$ cat src/rtl/alu_issue_ctrl_if.sv
// Bus bundle between the instruction source / external ALU and alu_issue_ctrl.
// slave is the controller's view; master is the source/ALU/debug side.
interface alu_issue_ctrl_if #(
    parameter int DATA_W = 8,
    parameter int ADDR_W = 3,
    parameter int CTRL_W = 4
);
    logic              instr_valid;
    logic              instr_ready;
    logic [1:0]        instr_kind;
    logic [CTRL_W-1:0] instr_ctrl;
    logic [ADDR_W-1:0] instr_dst;
    logic [ADDR_W-1:0] instr_src_a;
    logic [ADDR_W-1:0] instr_src_b;
    logic [DATA_W-1:0] instr_imm;
    logic [DATA_W-1:0] alu_ain;
    logic [DATA_W-1:0] alu_bin;
    logic [CTRL_W-1:0] alu_ctrl;
    logic [DATA_W-1:0] alu_aluout;
    logic              done;
    logic [DATA_W-1:0] result;
    logic [ADDR_W-1:0] rd_addr;
    logic [DATA_W-1:0] rd_data;

    modport slave (
        input  instr_valid, instr_kind, instr_ctrl, instr_dst,
               instr_src_a, instr_src_b, instr_imm, alu_aluout, rd_addr,
        output instr_ready, alu_ain, alu_bin, alu_ctrl, done, result, rd_data
    );

    modport master (
        output instr_valid, instr_kind, instr_ctrl, instr_dst,
               instr_src_a, instr_src_b, instr_imm, alu_aluout, rd_addr,
        input  instr_ready, alu_ain, alu_bin, alu_ctrl, done, result, rd_data
    );
endinterface

$ cat src/rtl/alu_issue_ctrl.sv
// Issue stage for the external 8-bit ALU: register file, one instruction in
// flight, operand drive, result capture and write-back.
module alu_issue_ctrl #(
    parameter int DATA_W = 8,
    parameter int NREGS  = 8,
    parameter int ADDR_W = 3,
    parameter int CTRL_W = 4
) (
    input logic            clk,
    input logic            reset,
    alu_issue_ctrl_if.slave bus
);
    typedef enum logic [1:0] {IDLE, OPER, CAPT} state_t;

    localparam logic [1:0] KIND_ALU   = 2'd1;
    localparam logic [1:0] KIND_LOADI = 2'd2;

    state_t            state_q;
    logic [DATA_W-1:0] rf_q [NREGS];
    logic [ADDR_W-1:0] dst_q;
    logic [DATA_W-1:0] hold_q;
    logic [DATA_W-1:0] ain_q;
    logic [DATA_W-1:0] bin_q;
    logic [CTRL_W-1:0] ctrl_q;
    logic [DATA_W-1:0] result_q;
    logic              done_q;

    always_ff @(posedge clk or posedge reset) begin
        if (reset) begin
            state_q  <= IDLE;
            for (int i = 0; i < NREGS; i++) rf_q[i] <= '0;
            dst_q    <= '0;
            hold_q   <= '0;
            ain_q    <= '0;
            bin_q    <= '0;
            ctrl_q   <= '0;
            result_q <= '0;
            done_q   <= 1'b0;
        end else begin
            done_q <= 1'b0;
            case (state_q)
                IDLE: begin
                    if (bus.instr_valid) begin
                        // Operands are read here, before any write-back, so
                        // src==dst needs no forwarding.
                        case (bus.instr_kind)
                            KIND_ALU: begin
                                ain_q   <= rf_q[bus.instr_src_a];
                                bin_q   <= rf_q[bus.instr_src_b];
                                ctrl_q  <= bus.instr_ctrl;
                                dst_q   <= bus.instr_dst;
                                state_q <= OPER;
                            end
                            KIND_LOADI: begin
                                hold_q  <= bus.instr_imm;
                                dst_q   <= bus.instr_dst;
                                state_q <= CAPT;
                            end
                            default: ;
                        endcase
                    end
                end
                OPER: begin
                    // ALU has had a full cycle to settle on the registered operands.
                    hold_q  <= bus.alu_aluout;
                    state_q <= CAPT;
                end
                CAPT: begin
                    rf_q[dst_q] <= hold_q;
                    result_q    <= hold_q;
                    done_q      <= 1'b1;
                    state_q     <= IDLE;
                end
                default: state_q <= IDLE;
            endcase
        end
    end

    assign bus.instr_ready = (state_q == IDLE);
    assign bus.alu_ain     = ain_q;
    assign bus.alu_bin     = bin_q;
    assign bus.alu_ctrl    = ctrl_q;
    assign bus.done        = done_q;
    assign bus.result      = result_q;
    assign bus.rd_data     = rf_q[bus.rd_addr];
endmodule

$ cat src/flat_wrapper.sv
// flat-port wrapper written by rule: the top's interface ports become plain ports
module alu_issue_ctrl_flat 
#(
    parameter int DATA_W = 8,
    parameter int NREGS  = 8,
    parameter int ADDR_W = 3,
    parameter int CTRL_W = 4
)
  (clk, reset, bus_instr_valid, bus_instr_kind, bus_instr_ctrl, bus_instr_dst, bus_instr_src_a, bus_instr_src_b, bus_instr_imm, bus_alu_aluout, bus_rd_addr, bus_instr_ready, bus_alu_ain, bus_alu_bin, bus_alu_ctrl, bus_done, bus_result, bus_rd_data);
  alu_issue_ctrl_if #(.DATA_W(DATA_W), .ADDR_W(ADDR_W), .CTRL_W(CTRL_W)) bus_i ();
  input logic clk;
  input logic reset;
  input wire logic [$bits(bus_i.instr_valid)-1:0] bus_instr_valid;
  input wire logic [$bits(bus_i.instr_kind)-1:0] bus_instr_kind;
  input wire logic [$bits(bus_i.instr_ctrl)-1:0] bus_instr_ctrl;
  input wire logic [$bits(bus_i.instr_dst)-1:0] bus_instr_dst;
  input wire logic [$bits(bus_i.instr_src_a)-1:0] bus_instr_src_a;
  input wire logic [$bits(bus_i.instr_src_b)-1:0] bus_instr_src_b;
  input wire logic [$bits(bus_i.instr_imm)-1:0] bus_instr_imm;
  input wire logic [$bits(bus_i.alu_aluout)-1:0] bus_alu_aluout;
  input wire logic [$bits(bus_i.rd_addr)-1:0] bus_rd_addr;
  output wire logic [$bits(bus_i.instr_ready)-1:0] bus_instr_ready;
  output wire logic [$bits(bus_i.alu_ain)-1:0] bus_alu_ain;
  output wire logic [$bits(bus_i.alu_bin)-1:0] bus_alu_bin;
  output wire logic [$bits(bus_i.alu_ctrl)-1:0] bus_alu_ctrl;
  output wire logic [$bits(bus_i.done)-1:0] bus_done;
  output wire logic [$bits(bus_i.result)-1:0] bus_result;
  output wire logic [$bits(bus_i.rd_data)-1:0] bus_rd_data;
  assign bus_i.instr_valid = bus_instr_valid;
  assign bus_i.instr_kind = bus_instr_kind;
  assign bus_i.instr_ctrl = bus_instr_ctrl;
  assign bus_i.instr_dst = bus_instr_dst;
  assign bus_i.instr_src_a = bus_instr_src_a;
  assign bus_i.instr_src_b = bus_instr_src_b;
  assign bus_i.instr_imm = bus_instr_imm;
  assign bus_i.alu_aluout = bus_alu_aluout;
  assign bus_i.rd_addr = bus_rd_addr;
  assign bus_instr_ready = bus_i.instr_ready;
  assign bus_alu_ain = bus_i.alu_ain;
  assign bus_alu_bin = bus_i.alu_bin;
  assign bus_alu_ctrl = bus_i.alu_ctrl;
  assign bus_done = bus_i.done;
  assign bus_result = bus_i.result;
  assign bus_rd_data = bus_i.rd_data;
  alu_issue_ctrl #(.DATA_W(DATA_W), .NREGS(NREGS), .ADDR_W(ADDR_W), .CTRL_W(CTRL_W)) u_core (.clk(clk), .reset(reset), .bus(bus_i));
endmodule
$ cat config.mk
export PLATFORM = sky130hd
export DESIGN_NAME = alu_issue_ctrl_flat
export DESIGN_NICKNAME = d
export VERILOG_FILES = /design/src/rtl/alu_issue_ctrl_if.sv /design/src/rtl/alu_issue_ctrl.sv /design/src/flat_wrapper.sv
export SDC_FILE = /design/constraint.sdc
export NUM_CORES = 1
export LEC_CHECK = 0
export CAP_MARGIN = 10
export CORE_MARGIN = 4
export CORE_UTILIZATION = 55
export DETAILED_ROUTE_END_ITERATION = 16
export PLACE_DENSITY = 0.8
export SKIP_CTS_REPAIR_TIMING = 1
export SLEW_MARGIN = 20
export SYNTH_ARGS = -nofsm -noshare
export SYNTH_HDL_FRONTEND = slang
export SYNTH_SLANG_ARGS = --single-unit
$ cat constraint.sdc
create_clock -name clk -period 6.35 [get_ports clk]
set_input_delay 1.27 -clock clk [delete_from_list [all_inputs] [get_ports clk]]
set_output_delay 1.27 -clock clk [all_outputs]
set_load 0.02 [all_outputs]
==> metrics.csv, run 1 <==
stage;metric;value;unit
status;status;complete, no violations;
logic_synthesis;synth_most_common_cell;mux2_2;
route;drc;0;
route;viasPerCell;6.128;
timing;finalHoldViolCount;0;
floorplan;dieWidth;110.1;um
pwr;finalPower;0.002754;W
placed_design;dp_cells;607;
worst_setup_path;critPathArrivalTime;3.58;ns
worst_hold_path;hold_path.class;reg2reg;
pwr;ir_drop;0.2614;mV
timing;final.setup.tns;0;ns
clock_network;cts_sinks;106;
floorplan;io_pins;75;
worst_hold_path;hp-start;u_core.bus.alu_bin[0]$_DFFE_PP0P_;
logic_synthesis;synth_ff_type;dfrtp_1;
run;cap_violations;0;
grt;antenna_found_initial;0;
clock_network;cts_buffer_depth;2;
pwr;total_leakage_power;2.941;nW
floorplan;row_count;37;
logic_synthesis;yosys-top-cells-area;dfrtp_1 (46%), mux2_2 (25%), mux4_2 (6.3%), mux2i_1 (5.6%), a22o_1 (2.4%);
logic_synthesis;synth_common_cells;mux2_2 (127), dfrtp_1 (106), mux2i_1 (32);
logic_synthesis;ys_types;31;
logic_synthesis;yosysWarnings;0;
route;drtIter0Drc;291;
layout;nets;521;
floorplan;die_area;12120;um^2
layout;final_util;65.33;%
route;ant_nets;0;
worst_setup_path;crit_path_end;bus_rd_data[4];
pwr;p_per_area;412.0;nW/um^2
logic_synthesis;seq_area_frac_synth;46.28;%
worst_setup_path;reg2reg_depth;3;
logic_synthesis;synth_top_area_share;46.28;%
logic_synthesis;syn-num-nets;468;
grt;grt_pass1_wl;22500;um
floorplan;die_y;110.1;um
logic_synthesis;synth_cells;429;
route;drt_pass1_iterations;4;
clock_network;numCtsBuffers;9;
clock_network;htreeDepth;3;
timing;slew_headroom;25.23;%
placed_design;dp_hpwl;9621;um
logic_synthesis;syn_avg_cell_area;13.36;um^2
timing;setup_viol;0;
grt;grt_pass1_vias;4003;
placed_design;portBuffers;74;
worst_setup_path;reg2reg_from;u_core.state_q[0]$_DFFE_PP0P_;
placed_design;placed_cell_area;6495;um^2
grt;track_usage;25.33;%
timing;max_freq;0.2062;GHz
timing;timing.final.crit_share;76.38;%
route;dr_total_vias;3818;
grt;overflow;0;
worst_setup_path;r2r_slack;4.27;ns
timing;worst_slew_pin_slew;1.119;ns
worst_setup_path;slowest_delay;1.05;ns
worst_setup_path;crit_path_cell_trace;clkdlybuf4s50_1, mux4_2, mux2_2, clkdlybuf4s50_1;
layout;diodes;0;
route;routed_wl;14400;um
floorplan;core;10230;um^2
floorplan;start_util;56.02;%
clock_network;path_clk_slew;0.09;ns
route;detail_route.wl_per_cell;23.12;um
layout;final_cells;623;
worst_setup_path;worstPathMaxFanout;16;
logic_synthesis;yosysTopAreaCell;dfrtp_1;
clock_network;clk_latency;0.38;ns
timing;rsz0062_at_grt;false;
placed_design;gp_routability_congestion;0.8141;
layout;stdcell_area;6684;um^2
worst_setup_path;crit_path_end_kind;output port;
layout;syn_to_final_growth;16.61;%
logic_synthesis;synth_area;5732;um^2
worst_setup_path;crit_start;bus_rd_addr[1];
worst_setup_path;crit_type;in2out;
worst_setup_path;cpMostUsedCell;clkdlybuf4s50_1;
timing;min_period;4.850;ns
timing;fin_skew;0.01317;ns
worst_setup_path;reg2reg_to;u_core.rf_q[23]$_DFFE_PP0P_;
logic_synthesis;ys_seq_elements;106;
clock_network;ctsRootBufferMaster;clkbuf_8;
layout;drive_above_1_share;36.55;%
worst_setup_path;required;5.08;ns
worst_setup_path;crit_slowest_cell;clkdlybuf4s50_1;
logic_synthesis;synth_edf_count;0;
logic_synthesis;async_reset_ff_share;100.0;%
clock_network;cts_tree;done;
worst_setup_path;startpoint_type;primary input;
grt;grt_max_degree;65;
timing;drv_slew;0;
==> through the flow <==
stage / hold slack [ns] / setup slack (ns)
finish: 0.4892 / 1.500
global route: 0.5259 / 1.441
detailed placement: 0.4678 / 1.545
floorplan: 0.5092 / 2.291
CTS: 0.4917 / 1.534
global placement: 0.4632 / 1.585
==> per-layer routing <==
metal	global-route usage, %	routed length, um	up-vias
met2	41.77	7142	133
met4	8.281	223	0
met3	4.601	909	19
met5	0	0	-
li1	-	-	1712
met1	33.98	6126	1954
==> final cells by class <==
type                    instances  area [um^2]
fillers                       779         3547
multi-input cells             281         2873
flip-flops and latches        106         2653
repair buffers                 79        778.2
well taps                     136        170.2
clock buffers                  11        151.4
clock inverters                 5        37.54
inverters                       5        21.27
==> cells by family after synthesis <==
kind of cell / count (synthesis) / share of synthesized area [%]
adders and majority gates: 2 / 0.4365
buffers and inverters: 42 / 3.602
and+or+nand+nor: 46 / 4.278
DFF: 106 / 46.28
AOI/OAI and AO/OA: 50 / 6.483
muxes: 183 / 38.92
==> worst min-delay path by stage <==
stage / slack, ns / end / depth (start not counted)
floorplan: 0.51 / u_core.rf_q[0]$_DFFE_PP0P_ / 1
global placement: 0.46 / u_core.bus.alu_bin[0]$_DFFE_PP0P_ / 2
detailed placement: 0.47 / u_core.bus.alu_ain[5]$_DFFE_PP0P_ / 2
CTS: 0.49 / u_core.bus.alu_ain[5]$_DFFE_PP0P_ / 2
global route: 0.53 / u_core.bus.alu_bin[2]$_DFFE_PP0P_ / 2
finish: 0.49 / u_core.bus.alu_bin[0]$_DFFE_PP0P_ / 2
==> registers in the layout, indices dropped and copies added, names as in the netlist <==
name and cells:
u_core.dst_q 3, u_core.bus.result 8, u_core.bus.alu_ain 8, u_core.bus.alu_ctrl 4, u_core.bus.alu_bin 8, u_core.bus.done 1, u_core.rf_q 64, u_core.state_q 2
u_core.hold_q 8
==> worst max-delay path: cells and delay by family <==
family / cells / cell delay [ns]
buf+inv: 2 / 1.62
mux: 2 / 0.68
==> layout by cell type, fill, tap and decap left out <==
cell,instances
a21oi_1,1
a22o_1,16
a31oi_1,1
and3_1,1
buf_4,5
clkbuf_8,11
clkdlybuf4s50_1,74
clkinv_2,1
clkinv_4,1
clkinvlp_4,2
dfrtp_1,106
ha_1,2
inv_1,4
inv_4,1
inv_6,1
mux2_2,127
mux2_4,8
mux2i_1,32
mux4_2,16
nand2_1,20
nand2b_1,4
nand2b_4,1
nand3_1,1
nand3b_1,1
nand4bb_1,1
nor2_1,6
nor2_2,2
nor2b_1,4
nor3_2,1
nor3b_1,1
o22ai_1,16
o31ai_1,16
or3_1,2
or4_4,1
==> report_power, final <==
part | leakage, nW | internal, W | switching, W
sequential | 1.34 | 0.000958 | 0.000321
clock | 0.0919 | 0.000166 | 0.000240
combinational | 1.51 | 0.000655 | 0.000414
Power figures use the tool's default switching activity.
==> run 2, diff against run 1 <==
- CORE_UTILIZATION: 55 -> 50
- PLACE_DENSITY: 0.8 -> 0.76
- clock period: 6.35 -> 3.9 ns (I/O delays scaled with it)
==> run 2 against run 1 <==
Global-route usage is 2.7 points lower. Routed wire length increased by 0.60%. Hold slack lost 0.0098 ns.
==> metrics.csv, run 2 (same netlist as run 1, synthesis figures left out) <==
stage;metric;value;unit;change
status;status;complete, no violations;;
pwr;finalPower;0.004712;W;+71%
layout;final_common_cell;mux2_2;;
worst_setup_path;startpoint_type;primary input;;
clock_network;cts_tree;done;;
clock_network;numCtsBuffers;9;;unchanged
timing;slew_headroom;34.77;%;+9.5 points
run;cap_violations;0;;unchanged
layout;largest_reg_flops;64;;unchanged
pwr;ir_drop;0.4831;mV;+85%
floorplan;die_y;115.1;um;+4.5%
floorplan;row_count;38;;+2.7%
worst_setup_path;crit_path_cell_trace;clkdlybuf4s50_1, buf_12, mux4_2, mux2_2, clkdlybuf4s50_1;;
grt;antenna_found_initial;0;;unchanged
layout;syn_to_final_growth;18.88;%;
floorplan;start_util;51.96;%;-4.1 points
clock_network;path_clk_slew;0.07;ns;-0.02 ns
worst_hold_path;hold_path.class;reg2reg;;
route;drtIter0Drc;363;;+25%
layout;diodes;0;;unchanged
clock_network;ctsRootBufferMaster;clkbuf_16;;
worst_setup_path;cpMostUsedCell;clkdlybuf4s50_1;;
route;viasPerCell;6.092;;-0.59%
timing;fin_skew;0.008360;ns;-0.004810 ns
timing;max_freq;0.2769;GHz;
grt;grt_max_degree;61;;-6.2%
clock_network;clk_latency;0.35;ns;-0.03 ns
worst_setup_path;worstPathMaxFanout;16;;unchanged
floorplan;core;11030;um^2;+7.8%
timing;rsz0062_at_grt;false;;
timing;timing.final.crit_share;92.59;%;
placed_design;portBuffers;74;;unchanged
clock_network;cts_sinks;106;;unchanged
layout;seqCellArea;2653;um^2;unchanged
timing;setup_viol;0;;unchanged
grt;track_usage;22.65;%;-2.7 points
layout;largest_register;u_core.rf_q;;
clock_network;htreeDepth;3;;unchanged
layout;nets;522;;+0.19%
grt;grt_pass1_vias;3948;;-1.4%
floorplan;die_area;13240;um^2;+9.3%
layout;final_util;61.77;%;-3.6 points
grt;grt_pass1_wl;22670;um;+0.77%
pwr;p_per_area;691.6;nW/um^2;+68%
worst_setup_path;required;3.12;ns;-1.96 ns
placed_design;gp_routability_congestion;0.8592;;+5.5%
timing;finalHoldViolCount;0;;unchanged
route;dr_total_vias;3826;;+0.21%
floorplan;dieWidth;115.1;um;+4.5%
layout;drive_above_1_share;36.68;%;+0.13 points
timing;final.setup.tns;0;ns;unchanged
floorplan;io_pins;75;;unchanged
placed_design;dp_hpwl;9624;um;about the same
clock_network;cts_buffer_depth;2;;unchanged
route;routed_wl;14490;um;+0.60%
route;drc;0;;unchanged
layout;multiInputGateArea;2873;um^2;unchanged
pwr;total_leakage_power;2.998;nW;+1.9%
layout;layout.cells.most_common_list;mux2_2 (127), dfrtp_1 (106), clkdlybuf4s50_1 (74);;
worst_setup_path;crit_path_end_kind;output port;;
route;detail_route.wl_per_cell;23.07;um;-0.20%
grt;overflow;0;;unchanged
layout;fillers;876;;+12%
route;ant_nets;0;;unchanged
worst_setup_path;crit_type;in2out;;
worst_setup_path;crit_slowest_cell;clkdlybuf4s50_1;;
worst_setup_path;critPathArrivalTime;2.83;ns;-0.75 ns
timing;min_period;3.611;ns;
timing;worst_slew_pin_slew;0.9765;ns;-0.1428 ns
route;drt_pass1_iterations;4;;unchanged
timing;drv_slew;0;;unchanged
worst_setup_path;slowest_delay;0.56;ns;-0.49 ns
-- run 2: worst max-delay path, delay by kind of cell --
family                 cells  cell delay, ns
buffers and inverters      3            1.26
muxes                      2            0.78
-- run 2: path summary, 6_finish.rpt --
path                       slack [ns]                         startpoint  cells after the start                                end
max in group asynchronous        2.32                              reset                      3  u_core.bus.alu_bin[2]$_DFFE_PP0P_
setup / recovery                 0.29                     bus_rd_addr[0]                      5                     bus_rd_data[5]
setup reg to reg                 1.95      u_core.state_q[0]$_DFFE_PP0P_                      3        u_core.rf_q[16]$_DFFE_PP0P_
min in group asynchronous        0.86                              reset                      2      u_core.state_q[0]$_DFFE_PP0P_
hold / removal                   0.48  u_core.bus.alu_bin[0]$_DFFE_PP0P_                      2  u_core.bus.alu_bin[0]$_DFFE_PP0P_
hold reg to reg                  0.48  u_core.bus.alu_bin[0]$_DFFE_PP0P_                      2  u_core.bus.alu_bin[0]$_DFFE_PP0P_
-- run 2: per-layer routing --
metal	part of all wire (%)	global-route usage, %	up-vias
li1	-	-	1719
met1	43	31.03	1928
met2	47	36.34	148
met3	7.2	4.842	31
met4	3.0	7.042	0
met5	0	0	-
-- run 2: cell type report --
class / instances / area share (%)
Multi-Input combinational cell: 281 / 42.16
Sequential cell: 106 / 38.93
Timing Repair Buffer: 80 / 11.90
Clock buffer: 10 / 3.507
Tap cell: 140 / 2.571
Clock inverter: 6 / 0.6243
Inverter: 5 / 0.3122
-- run 2: where the power goes --
part	switching, W	total [W]	internal [W]
Sequential	0.000541	0.00210	0.00156
Combinational	0.000673	0.00174	0.00107
Clock	0.000416	0.000867	0.000451
Total	0.00163	0.00471	0.00308
-- run 2: stage by stage --
| stage | cell area, um^2 | hold WS [ns] | setup slack [ns] | instances |
|---|---|---|---|---|
| detailed placement | 6533 | 0.4668 | 0.2806 | 612 |
| global route | 6814 | 0.4945 | 0.2142 | 628 |
| finish | 6814 | 0.4794 | 0.2891 | 628 |
| floorplan | 5732 | 0.5092 | 0.3311 | 429 |
| CTS | 6814 | 0.4825 | 0.2715 | 628 |
| global placement | 6533 | 0.4659 | 0.2847 | 612 |
==> run 3, diff against run 2 <==
- REMOVE_ABC_BUFFERS: not set -> 1
- SLEW_MARGIN: 20 -> 40
==> run 3 against run 2 <==
Count of clock-buffer cells in the layout rose by 1. First-iteration DRC count shrank 41%. Critical endpoint is now bus_rd_data[0]. Global-route usage is 1.1 points lower. Critical path depth is the same. Sequential power hardly changed.
==> metrics.csv, run 3 (same netlist as run 1, synthesis figures left out) <==
stage;metric;value;unit;change
status;status;complete, no violations;;
timing;finalHoldViolCount;0;;unchanged
pwr;p_per_area;692.2;nW/um^2;about the same
clock_network;clk_latency;0.35;ns;about the same
pwr;p_switching;0.001635;W;+0.33%
worst_setup_path;startpoint_type;primary input;;
layout;syn_to_final_growth;19.01;%;
worst_setup_path;crit_path_end_kind;output port;;
timing;drv_slew;0;;unchanged
placed_design;gp_routability_congestion;0.9172;;+6.8%
worst_hold_path;hold_path.class;reg2reg;;
timing;timing.final.crit_share;93.06;%;+0.48 points
timing;worst_slew_pin_slew;0.8146;ns;-0.1618 ns
pwr;power_frac_comb;37.0;%;about the same
worst_setup_path;required;3.12;ns;about the same
pwr;swShare;34.63;%;+0.044 points
layout;largest_register;u_core.rf_q;;
worst_setup_path;crit_path_cell_trace;clkdlybuf4s50_1, buf_12, mux4_2, mux2_2, clkdlybuf4s50_1;;
grt;track_usage;21.55;%;-1.1 points
timing;max_freq;0.2755;GHz;-0.51%
clock_network;cts_tree;done;;
floorplan;start_util;51.96;%;unchanged
worst_setup_path;crit_slowest_cell;mux4_2;;
worst_hold_path;hp-start;u_core.bus.alu_ain[0]$_DFFE_PP0P_;;
layout;diodes;0;;unchanged
floorplan;die_area;13240;um^2;unchanged
floorplan;row_count;38;;unchanged
floorplan;die_y;115.1;um;unchanged
worst_setup_path;crit_start;bus_rd_addr[0];;
timing;finalWorstSetupSlack;0.2705;ns;-0.01854 ns
route;drc;0;;unchanged
timing;whs;0.4760;ns;-0.003416 ns
worst_setup_path;critPathArrivalTime;2.85;ns;+0.02 ns
grt;grt_pass1_vias;3972;;+0.61%
worst_setup_path;slowest_delay;0.54;ns;-0.02 ns
clock_network;path_clk_slew;0.06;ns;about the same
timing;setup_viol;0;;unchanged
route;routed_wl;13600;um;-6.2%
worst_setup_path;crit_type;in2out;;
clock_network;htreeDepth;3;;unchanged
clock_network;ctsRootBufferMaster;clkbuf_16;;
worst_setup_path;reg2reg_from;u_core.state_q[0]$_DFFE_PP0P_;;
clock_network;numCtsBuffers;9;;unchanged
route;viasPerCell;6.146;;+0.89%
route;drtIter0Drc;214;;-41%
layout;drive_above_1_share;36.48;%;-0.20 points
pwr;internal-power;0.003087;W;+0.13%
clock_network;cts_buffer_depth;2;;unchanged
route;detail_route.wl_per_cell;21.65;um;-6.2%
timing;min_period;3.629;ns;+0.01854 ns
floorplan;core;11030;um^2;unchanged
layout;stdcell_area;6822;um^2;+0.11%
layout;largest_reg_flops;64;;unchanged
layout;final_common_cell;mux2_2;;
pwr;total_leakage_power;3.001;nW;+0.10%
placed_design;placed_cell_area;6539;um^2;about the same
placed_design;dp_worst_setup_slack;0.2778;ns;-0.002757 ns
layout;nets;522;;unchanged
timing;final.setup.tns;0;ns;unchanged
floorplan;dieWidth;115.1;um;unchanged
grt;grt_max_degree;64;;+4.9%
worst_setup_path;worstPathMaxFanout;16;;unchanged
run;cap_violations;0;;unchanged
grt;antenna_found_initial;0;;unchanged
route;ant_nets;0;;unchanged
grt;overflow;0;;unchanged
timing;fin_skew;0.007650;ns;-0.0007097 ns
placed_design;portBuffers;74;;unchanged
pwr;finalPower;0.004722;W;+0.20%
route;dr_total_vias;3860;;+0.89%
route;drt_pass1_iterations;5;;+1
placed_design;dp_hpwl;9572;um;-0.54%
pwr;ir_drop;0.3952;mV;-18%
pwr;power_frac_clock;18.2;%;-0.2 points
pwr;seq_power_share;44.8;%;+0.2 points
timing;slew_headroom;45.58;%;+11 points
layout;layout.cells.most_common_list;mux2_2 (127), dfrtp_1 (106), clkdlybuf4s50_1 (74);;
worst_setup_path;cpMostUsedCell;clkdlybuf4s50_1;;
grt;grt_pass1_wl;22000;um;-3.0%
floorplan;io_pins;75;;unchanged
timing;rsz0062_at_grt;false;;
clock_network;cts_sinks;106;;unchanged
-- run 3: changes by cell type in the layout (fill, tap and decap cells not counted) --
cell	change
nor3_4	+1
clkinv_2	-1
inv_6	+3
clkbuf_1	+1
inv_4	-1
clkinv_4	-2
nor3_2	-1
-- run 3: power groups by stage --
stage | clock [W] | combinational (W) | sequential [W]
final | 0.000859 | 0.00175 | 0.00212
after global routing | 0.000923 | 0.00188 | 0.00218
after CTS | 0.000875 | 0.00176 | 0.00209
after detailed placement | 0 | 0.00175 | 0.00210
after global placement | 0 | 0.00170 | 0.00207
after floorplan | 0 | 0.00107 | 0.00203
-- run 3: final timing paths --
kind | endpoint | slack, ns | depth (start not counted)
setup / recovery | bus_rd_data[0] | 0.27 | 5
min in group asynchronous | u_core.bus.result[6]$_DFFE_PP0P_ | 0.87 | 2
setup reg to reg | u_core.hold_q[2]$_DFFE_PP0P_ | 1.97 | 3
max in group asynchronous | u_core.bus.alu_ain[0]$_DFFE_PP0P_ | 2.40 | 3
hold reg to reg | u_core.bus.alu_ain[0]$_DFFE_PP0P_ | 0.48 | 2
hold / removal | u_core.bus.alu_ain[0]$_DFFE_PP0P_ | 0.48 | 2
-- run 3: worst max-delay path, delay by kind of cell --
family   cells  cell delay [ns]
buf+inv      3             1.24
mux          2             0.83
-- run 3: per-stage QoR --
| stage | std cells | util, % |
|---|---|---|
| after floorplan | 392 | - |
| after global placement | 612 | 59.22 |
| after detailed placement | 612 | 59.28 |
| after CTS | 628 | 61.82 |
| after global routing | 628 | 61.84 |
| final | 628 | 61.84 |
-- run 3: layer usage --
metal | vias to the layer above | wire (um) | GRT usage (%)
met5 | - | 0 | 0
li1 | 1709 | - | -
met4 | 0 | 299 | 8.920
met3 | 26 | 798 | 2.947
met2 | 143 | 6526 | 33.06
met1 | 1982 | 5970 | 31.02
-- run 3: area by class of cell --
cell class,count,area [um^2]
tap,140,175.2
fill,890,4209
sequential,106,2653
inverter,5,23.77
clock buffer,11,242.7
multi-input combinational,281,2879
timing repair buffer,80,810.8
clock inverter,5,37.54
